## config.mk

```make
export PLATFORM = sky130hd
export DESIGN_NAME = rpn_stack_feeder
export DESIGN_NICKNAME = d
export VERILOG_FILES = /design/src/rtl/rpn_stack_feeder.sv
export SDC_FILE = /design/constraint.sdc
export NUM_CORES = 1
export LEC_CHECK = 0
export CORE_MARGIN = 2
export CORE_UTILIZATION = 46
export DETAILED_ROUTE_END_ITERATION = 10
export HOLD_SLACK_MARGIN = 0.12
export PLACE_DENSITY = 0.85
export SKIP_CTS_REPAIR_TIMING = 1
export SLEW_MARGIN = 10
export SYNTH_ARGS = -nofsm -noshare
export SYNTH_HDL_FRONTEND = slang
export SYNTH_SLANG_ARGS = --single-unit
```

## constraint.sdc

```tcl
create_clock -name clk -period 3 [get_ports clk]
set_input_delay 0.45 -clock clk [delete_from_list [all_inputs] [get_ports clk]]
set_output_delay 0.45 -clock clk [all_outputs]
set_load 0.02 [all_outputs]
```

## src/rtl/rpn_stack_feeder.sv

```systemverilog
// RPN token feeder for the signed stack ALU: turns postfix tokens into stack opcodes and returns the final value with status.
// Optional idle timeout is compiled in with `define RPN_TIMEOUT_EN.
//
// state   | meaning
// ACCEPT  | waiting for a token; validates it against the tracked depth
// PUSH    | issue push of the latched operand
// ARITH   | issue add or mul
// SETTLE  | sample stack overflow flag for the arithmetic just issued
// POP     | issue final pop after a well-formed END
// CAPTURE | latch popped value into the result register
// DISCARD | error seen; drop tokens until END
// FLUSH   | pop leftover items until the stack is empty
// DONE    | result presented until the consumer takes it
module rpn_stack_feeder #(
  parameter int DATA_WIDTH     = 32,
  parameter int STACK_DEPTH    = 16,
  parameter int TIMEOUT_CYCLES = 64
) (
  input  logic                  clk,
  input  logic                  rst_n,
  input  logic                  tok_valid,
  output logic                  tok_ready,
  input  logic [1:0]            tok_kind,
  input  logic [DATA_WIDTH-1:0] tok_data,
  output logic [2:0]            stk_opcode,
  output logic [DATA_WIDTH-1:0] stk_data_in,
  input  logic [DATA_WIDTH-1:0] stk_data_out,
  input  logic                  stk_empty,
  input  logic                  stk_full,
  input  logic                  stk_overflow,
  output logic                  res_valid,
  input  logic                  res_ready,
  output logic [DATA_WIDTH-1:0] res_data,
  output logic                  res_overflow,
  output logic [2:0]            res_error,
  output logic                  busy
);

  localparam int DW = $clog2(STACK_DEPTH + 1);
  localparam logic [DW-1:0] DEPTH_FULL = DW'(STACK_DEPTH);

  localparam logic [1:0] KIND_NUM = 2'b00;
  localparam logic [1:0] KIND_ADD = 2'b01;
  localparam logic [1:0] KIND_MUL = 2'b10;
  localparam logic [1:0] KIND_END = 2'b11;

  localparam logic [2:0] OP_NOP  = 3'b000;
  localparam logic [2:0] OP_ADD  = 3'b100;
  localparam logic [2:0] OP_MUL  = 3'b101;
  localparam logic [2:0] OP_PUSH = 3'b110;
  localparam logic [2:0] OP_POP  = 3'b111;

  localparam logic [2:0] ERR_UNDER = 3'd1;
  localparam logic [2:0] ERR_FULL  = 3'd2;
  localparam logic [2:0] ERR_LEFT  = 3'd3;

  typedef enum logic [3:0] {
    S_ACCEPT, S_PUSH, S_ARITH, S_SETTLE, S_POP, S_CAPTURE, S_DISCARD, S_FLUSH, S_DONE
  } state_t;

  state_t                state_q, state_d;
  logic [DW-1:0]         depth_q, depth_d;
  logic [DATA_WIDTH-1:0] operand_q, operand_d;
  logic                  is_mul_q, is_mul_d;
  logic [DATA_WIDTH-1:0] res_data_q, res_data_d;
  logic                  res_ovf_q, res_ovf_d;
  logic [2:0]            res_err_q, res_err_d;
  logic                  ready_en_q;
  logic                  tok_fire;

  // Stack status pins are informational; depth is tracked locally.
  logic unused_inputs;
  assign unused_inputs = ^{stk_empty, stk_full};

`ifdef RPN_TIMEOUT_EN
  localparam int TW = $clog2(TIMEOUT_CYCLES + 1);
  logic [TW-1:0] idle_q, idle_d;
`else
  localparam int unused_timeout = TIMEOUT_CYCLES;
`endif

  function automatic logic [2:0] first_err(input logic [2:0] cur, input logic [2:0] code);
    return (cur == 3'd0) ? code : cur;
  endfunction

  assign tok_ready = ready_en_q && ((state_q == S_ACCEPT) || (state_q == S_DISCARD));
  assign tok_fire  = tok_valid && tok_ready;

  always_comb begin
    state_d    = state_q;
    depth_d    = depth_q;
    operand_d  = operand_q;
    is_mul_d   = is_mul_q;
    res_data_d = res_data_q;
    res_ovf_d  = res_ovf_q;
    res_err_d  = res_err_q;
    stk_opcode = OP_NOP;
`ifdef RPN_TIMEOUT_EN
    idle_d     = tok_fire ? TW'(TIMEOUT_CYCLES) : idle_q;
`endif

    case (state_q)
      S_ACCEPT: begin
        if (tok_fire) begin
          case (tok_kind)
            KIND_NUM: begin
              if (depth_q == DEPTH_FULL) begin
                res_err_d = first_err(res_err_q, ERR_FULL);
                state_d   = S_DISCARD;
              end else begin
                operand_d = tok_data;
                state_d   = S_PUSH;
              end
            end
            KIND_ADD, KIND_MUL: begin
              if (depth_q < DW'(2)) begin
                res_err_d = first_err(res_err_q, ERR_UNDER);
                state_d   = S_DISCARD;
              end else begin
                is_mul_d = (tok_kind == KIND_MUL);
                state_d  = S_ARITH;
              end
            end
            default: begin
              if (depth_q == '0) begin
                res_err_d = first_err(res_err_q, ERR_UNDER);
                state_d   = S_DONE;
              end else if (depth_q == DW'(1)) begin
                state_d = S_POP;
              end else begin
                res_err_d = first_err(res_err_q, ERR_LEFT);
                state_d   = S_FLUSH;
              end
            end
          endcase
        end
`ifdef RPN_TIMEOUT_EN
        else if ((depth_q != '0) && !tok_valid) begin
          if (idle_q == TW'(1)) begin
            res_err_d = first_err(res_err_q, 3'd4);
            state_d   = S_FLUSH;
          end else begin
            idle_d = idle_q - 1'b1;
          end
        end
`endif
      end
      S_PUSH: begin
        stk_opcode = OP_PUSH;
        depth_d    = depth_q + 1'b1;
        state_d    = S_ACCEPT;
      end
      S_ARITH: begin
        stk_opcode = is_mul_q ? OP_MUL : OP_ADD;
        depth_d    = depth_q - 1'b1;
        state_d    = S_SETTLE;
      end
      S_SETTLE: begin
        res_ovf_d = res_ovf_q | stk_overflow;
        state_d   = S_ACCEPT;
      end
      S_POP: begin
        stk_opcode = OP_POP;
        depth_d    = depth_q - 1'b1;
        state_d    = S_CAPTURE;
      end
      S_CAPTURE: begin
        res_data_d = stk_data_out;
        state_d    = S_DONE;
      end
      S_DISCARD: begin
        if (tok_fire && (tok_kind == KIND_END)) begin
          state_d = (depth_q == '0) ? S_DONE : S_FLUSH;
        end
      end
      S_FLUSH: begin
        stk_opcode = OP_POP;
        depth_d    = depth_q - 1'b1;
        res_data_d = '0;
        if (depth_q == DW'(1)) state_d = S_DONE;
      end
      S_DONE: begin
        if (res_ready) begin
          res_data_d = '0;
          res_ovf_d  = 1'b0;
          res_err_d  = 3'd0;
          depth_d    = '0;
          state_d    = S_ACCEPT;
`ifdef RPN_TIMEOUT_EN
          idle_d     = TW'(TIMEOUT_CYCLES);
`endif
        end
      end
      default: state_d = S_ACCEPT;
    endcase
  end

  always_ff @(posedge clk or negedge rst_n) begin
    if (!rst_n) begin
      state_q    <= S_ACCEPT;
      depth_q    <= '0;
      operand_q  <= '0;
      is_mul_q   <= 1'b0;
      res_data_q <= '0;
      res_ovf_q  <= 1'b0;
      res_err_q  <= 3'd0;
      ready_en_q <= 1'b0;
`ifdef RPN_TIMEOUT_EN
      idle_q     <= TW'(TIMEOUT_CYCLES);
`endif
    end else begin
      state_q    <= state_d;
      depth_q    <= depth_d;
      operand_q  <= operand_d;
      is_mul_q   <= is_mul_d;
      res_data_q <= res_data_d;
      res_ovf_q  <= res_ovf_d;
      res_err_q  <= res_err_d;
      ready_en_q <= 1'b1;
`ifdef RPN_TIMEOUT_EN
      idle_q     <= idle_d;
`endif
    end
  end

  assign stk_data_in  = operand_q;
  assign res_valid    = (state_q == S_DONE);
  assign res_data     = res_data_q;
  assign res_overflow = res_ovf_q;
  assign res_error    = res_err_q;
  assign busy         = !((state_q == S_ACCEPT) && (depth_q == '0));

endmodule

```

==> impl_results.md <==
* Buf/Inv on CP at 1
* GRT busiest layer: met2
* Setup Crit Path Kind: reg -> out
* Fmax at 355 MHz
* Most frequent cells in the layout: clkdlybuf4s50_1 (143), dfrtp_1 (79), mux2_2 (37), a22o_1 (34), nand2_1 (18)
* Post-synth EDFFs at 0
* Finish-stage setup viols at 0
* Most common cell after layout, fill and taps aside: clkdlybuf4s50_1
* Slowest CP cell: dfrtp_1
* R2R Path End: stk_data_in[23]$_DFFE_PN0P_
* Gate Count Post-Synth at ~280
* # IOs at roughly 150
* Clk buf depth at 2
* Syn_area_per_cell at 12.6 um^2
* Seq/Total Area, Yosys at a little under three fifths
* Post-DR vias/cell at 5.38
* Comb pwr share at 51.9%
* Synth Flop Type: dfrtp_1
* Int Pwr at approximately 0.0035 W
* Slew headroom at between 30% and 40%
* Antenna violations before repair at 0
* Clock Power Share at ~14%
* Cell Area, Placed at between 0.005 and 0.006 mm^2
* Switch Pwr at ~0.0022 W
* Final period util at 93.8%
* First-pass GRT wire length at between 10000 and 15000 um
* Wire length per cell at roughly 16 um
* P_leak at around 2.3 nW
* Core Box Area at 0.00761 mm^2
* Largest net degree at the start of global routing at 80
* Post-Route WL at ~8600 um
* CTS tree: built
* Synth warnings at 0
* Area of the die at between 0.008 and 0.009 mm^2
* CP required at 2550 ps
* R2R setup slack at roughly 650 ps
* Initial Util at approximately 47%
* Global Route met2 Usage at 34.3%
* Share of layout cells above drive strength 1 at between 10% and 20%
* Setup TNS at 0 ps
* First-iteration detailed-routing DRC count at around 170
* Gr usage total at 20.3%
* R2R Path Start: depth_q[1]$_DFFE_PN0P_
* Net Sw Frac at between 30% and 40%
* RePlAce Congestion at between 0.9 and 1
* Clock Sinks at 79
* Delay-heaviest family, CP: flip-flops
* Ys async rst share at between 90% and 100%
* Detailed placement HPWL at roughly 6300 um
* Final min period at between 2000 and 3000 ps
* Max Transition Viols Final at 0
* RSZ-0062 raised after global routing: false
* Worst Path Arrival at 2360 ps
* Number of detailed-route iterations in the first pass at 4
* Final Instance Area at approximately 0.0053 mm^2
* Sequential share of power at 34.0%
* Antenna Cells at 0
* TritonCTS buffer count at 9
* Startpoint Class: flop
* Seq cells post-synth at between 70 and 80
* Drc violations at 0
* # rows at 32
* Post-Syn Nets at 364
* Final hold vios at 0
* Slew of the pin with the lowest slew margin at just under 1000 ps
* Buffers on Ports at 144
* Die W at around 90 um
* MaxCap Viol Count at 0
* Worst-path clk slew at 80 ps
* Clk root buf: clkbuf_8
* H-tree depth at 3
* Routing usage on met1 at roughly a quarter
* Max incr delay on CP at between 700 and 800 ps
* Critical path endpoint category: output pin
* Routing usage on met3 at 4.52%
* Fillcell total at about 580
* Die height at 92.1 um
* Power Density at approximately 1100 mW/mm^2
* Area grow syn2layout at 48.5%
* Reg2reg path depth at 7
* Final design utilization at between 60% and 70%
* Remaining antenna violation count at 0
* Clk Latency, worst-skew pair at approximately 340 ps
* Mapped cell area at between 0.003 and 0.004 mm^2
* Final clock skew at 7.48 ps
* Status: finished, final reports clean
* Peak supply drop at just under 0.5 mV
* Hold Worst Slack at ~250 ps
* Worst min-delay path class: in -> async
* Via count at between 2000 and 3000
* Worst path cell trace: nor2b_2 > nand3b_1 > a21oi_1 > clkdlybuf4s50_1
* CP max FO at 11
* Gr ovfl total at 0
* Number of global-route vias before repair at approximately 2900
* Nets at slightly above 500
* Unique cell type count in the Yosys netlist at 51
## kinds of logic after synthesis
logic type               after synthesis  synth area share [%]
AO/OA/AOI/OAI                         80                  17.3
XOR/XNOR                               2                  1.02
adder cells (fa/ha/maj)                7                  2.45
buffers and inverters                 24                  3.29
flip-flops                            79                  55.4
multiplexers                          37                  11.7
other                                  1                 0.105
AND/OR/NAND/NOR                       54                  8.76
## worst max path at each step
stage | start | to | slack (ps) | depth (start not counted)
after CTS | state_q[1]$_DFFE_PN0P_ | stk_opcode[0] | 190 | 4
after floorplan | state_q[2]$_DFFE_PN0P_ | depth_q[4]$_DFFE_PN0P_ | 990 | 8
after global routing | state_q[1]$_DFFE_PN0P_ | stk_opcode[0] | 70 | 4
after global placement | state_q[1]$_DFFE_PN0P_ | stk_opcode[2] | 590 | 3
after detailed placement | tok_kind[1] | stk_data_in[20]$_DFFE_PN0P_ | 560 | 7
final | state_q[1]$_DFFE_PN0P_ | stk_opcode[0] | 190 | 4
## per-stage QoR
step,total power [W],setup slack [ps],cells
floorplan,0.00356,985,284
global placement,0.00475,588,521
global route,0.00595,67.5,537
finish,0.00562,186,537
CTS,0.00566,185,537
detailed placement,0.00485,559,521
## synthesized netlist by cell type, drive strengths merged, types with 3 or more instances
library cell | n | area share (%)
dfrtp | 79 | 55
mux2 | 37 | 12
a22o | 36 | 9.1
nand2 | 19 | 2.1
buf | 12 | 2.0
nor2 | 11 | 1.4
a21oi | 9 | 1.3
inv | 9 | 0.95
o21ai | 8 | 1.1
ha | 7 | 2.5
nand3 | 6 | 0.84
a31oi | 5 | 0.88
nor2b | 4 | 0.77
and2 | 3 | 0.56
clkbuf | 3 | 0.32
o22ai | 3 | 0.53
o31ai | 3 | 0.63
## worst register-to-register path: stages (launching register included)
cell and delay [ps]:
dfrtp_1 470, inv_1 160, ha_1 190, nor4bb_1 400
nor2b_1 130, nand3_1 120, buf_4 370, mux2_2 410
## cell type report
class                           instances  area [um^2]  share of cell area [%]
Clock buffer                           12          145                    2.74
Clock inverter                          4         53.8                    1.01
Inverter                                9         33.8                   0.637
Multi-Input combinational cell        181         1480                    27.9
Sequential cell                        79         1980                    37.3
Tap cell                              102          128                    2.41
Timing Repair Buffer                  150         1480                    28.0
## metal layers
metal | share of wire, % | vias to the layer above | wire length (um)
li1 | - | 1345 | -
met1 | 43 | 1394 | 3720
met2 | 48 | 144 | 4170
met3 | 7.6 | 7 | 650
met4 | 0.77 | 0 | 66
met5 | 0 | - | 0
## power groups by stage
stage | Combinational, W | Sequential (W) | Clock [W]
3_3_place_gp | 0.00286 | 0.00189 | 0
3_5_place_dp | 0.00293 | 0.00192 | 0
5_1_grt | 0.00311 | 0.00198 | 0.000858
6_report | 0.00291 | 0.00191 | 0.000789
2_1_floorplan | 0.00126 | 0.00230 | 0
4_1_cts | 0.00294 | 0.00191 | 0.000811
## flip-flops by register name, summed over array words and instances, names as in the netlist
signal        flops
res_data         32
stk_data_in      32
ready_en_q        1
is_mul_q          1
state_q           4
res_error         3
res_overflow      1
depth_q           5
Note: power is estimated with default switching activity, not from simulation.
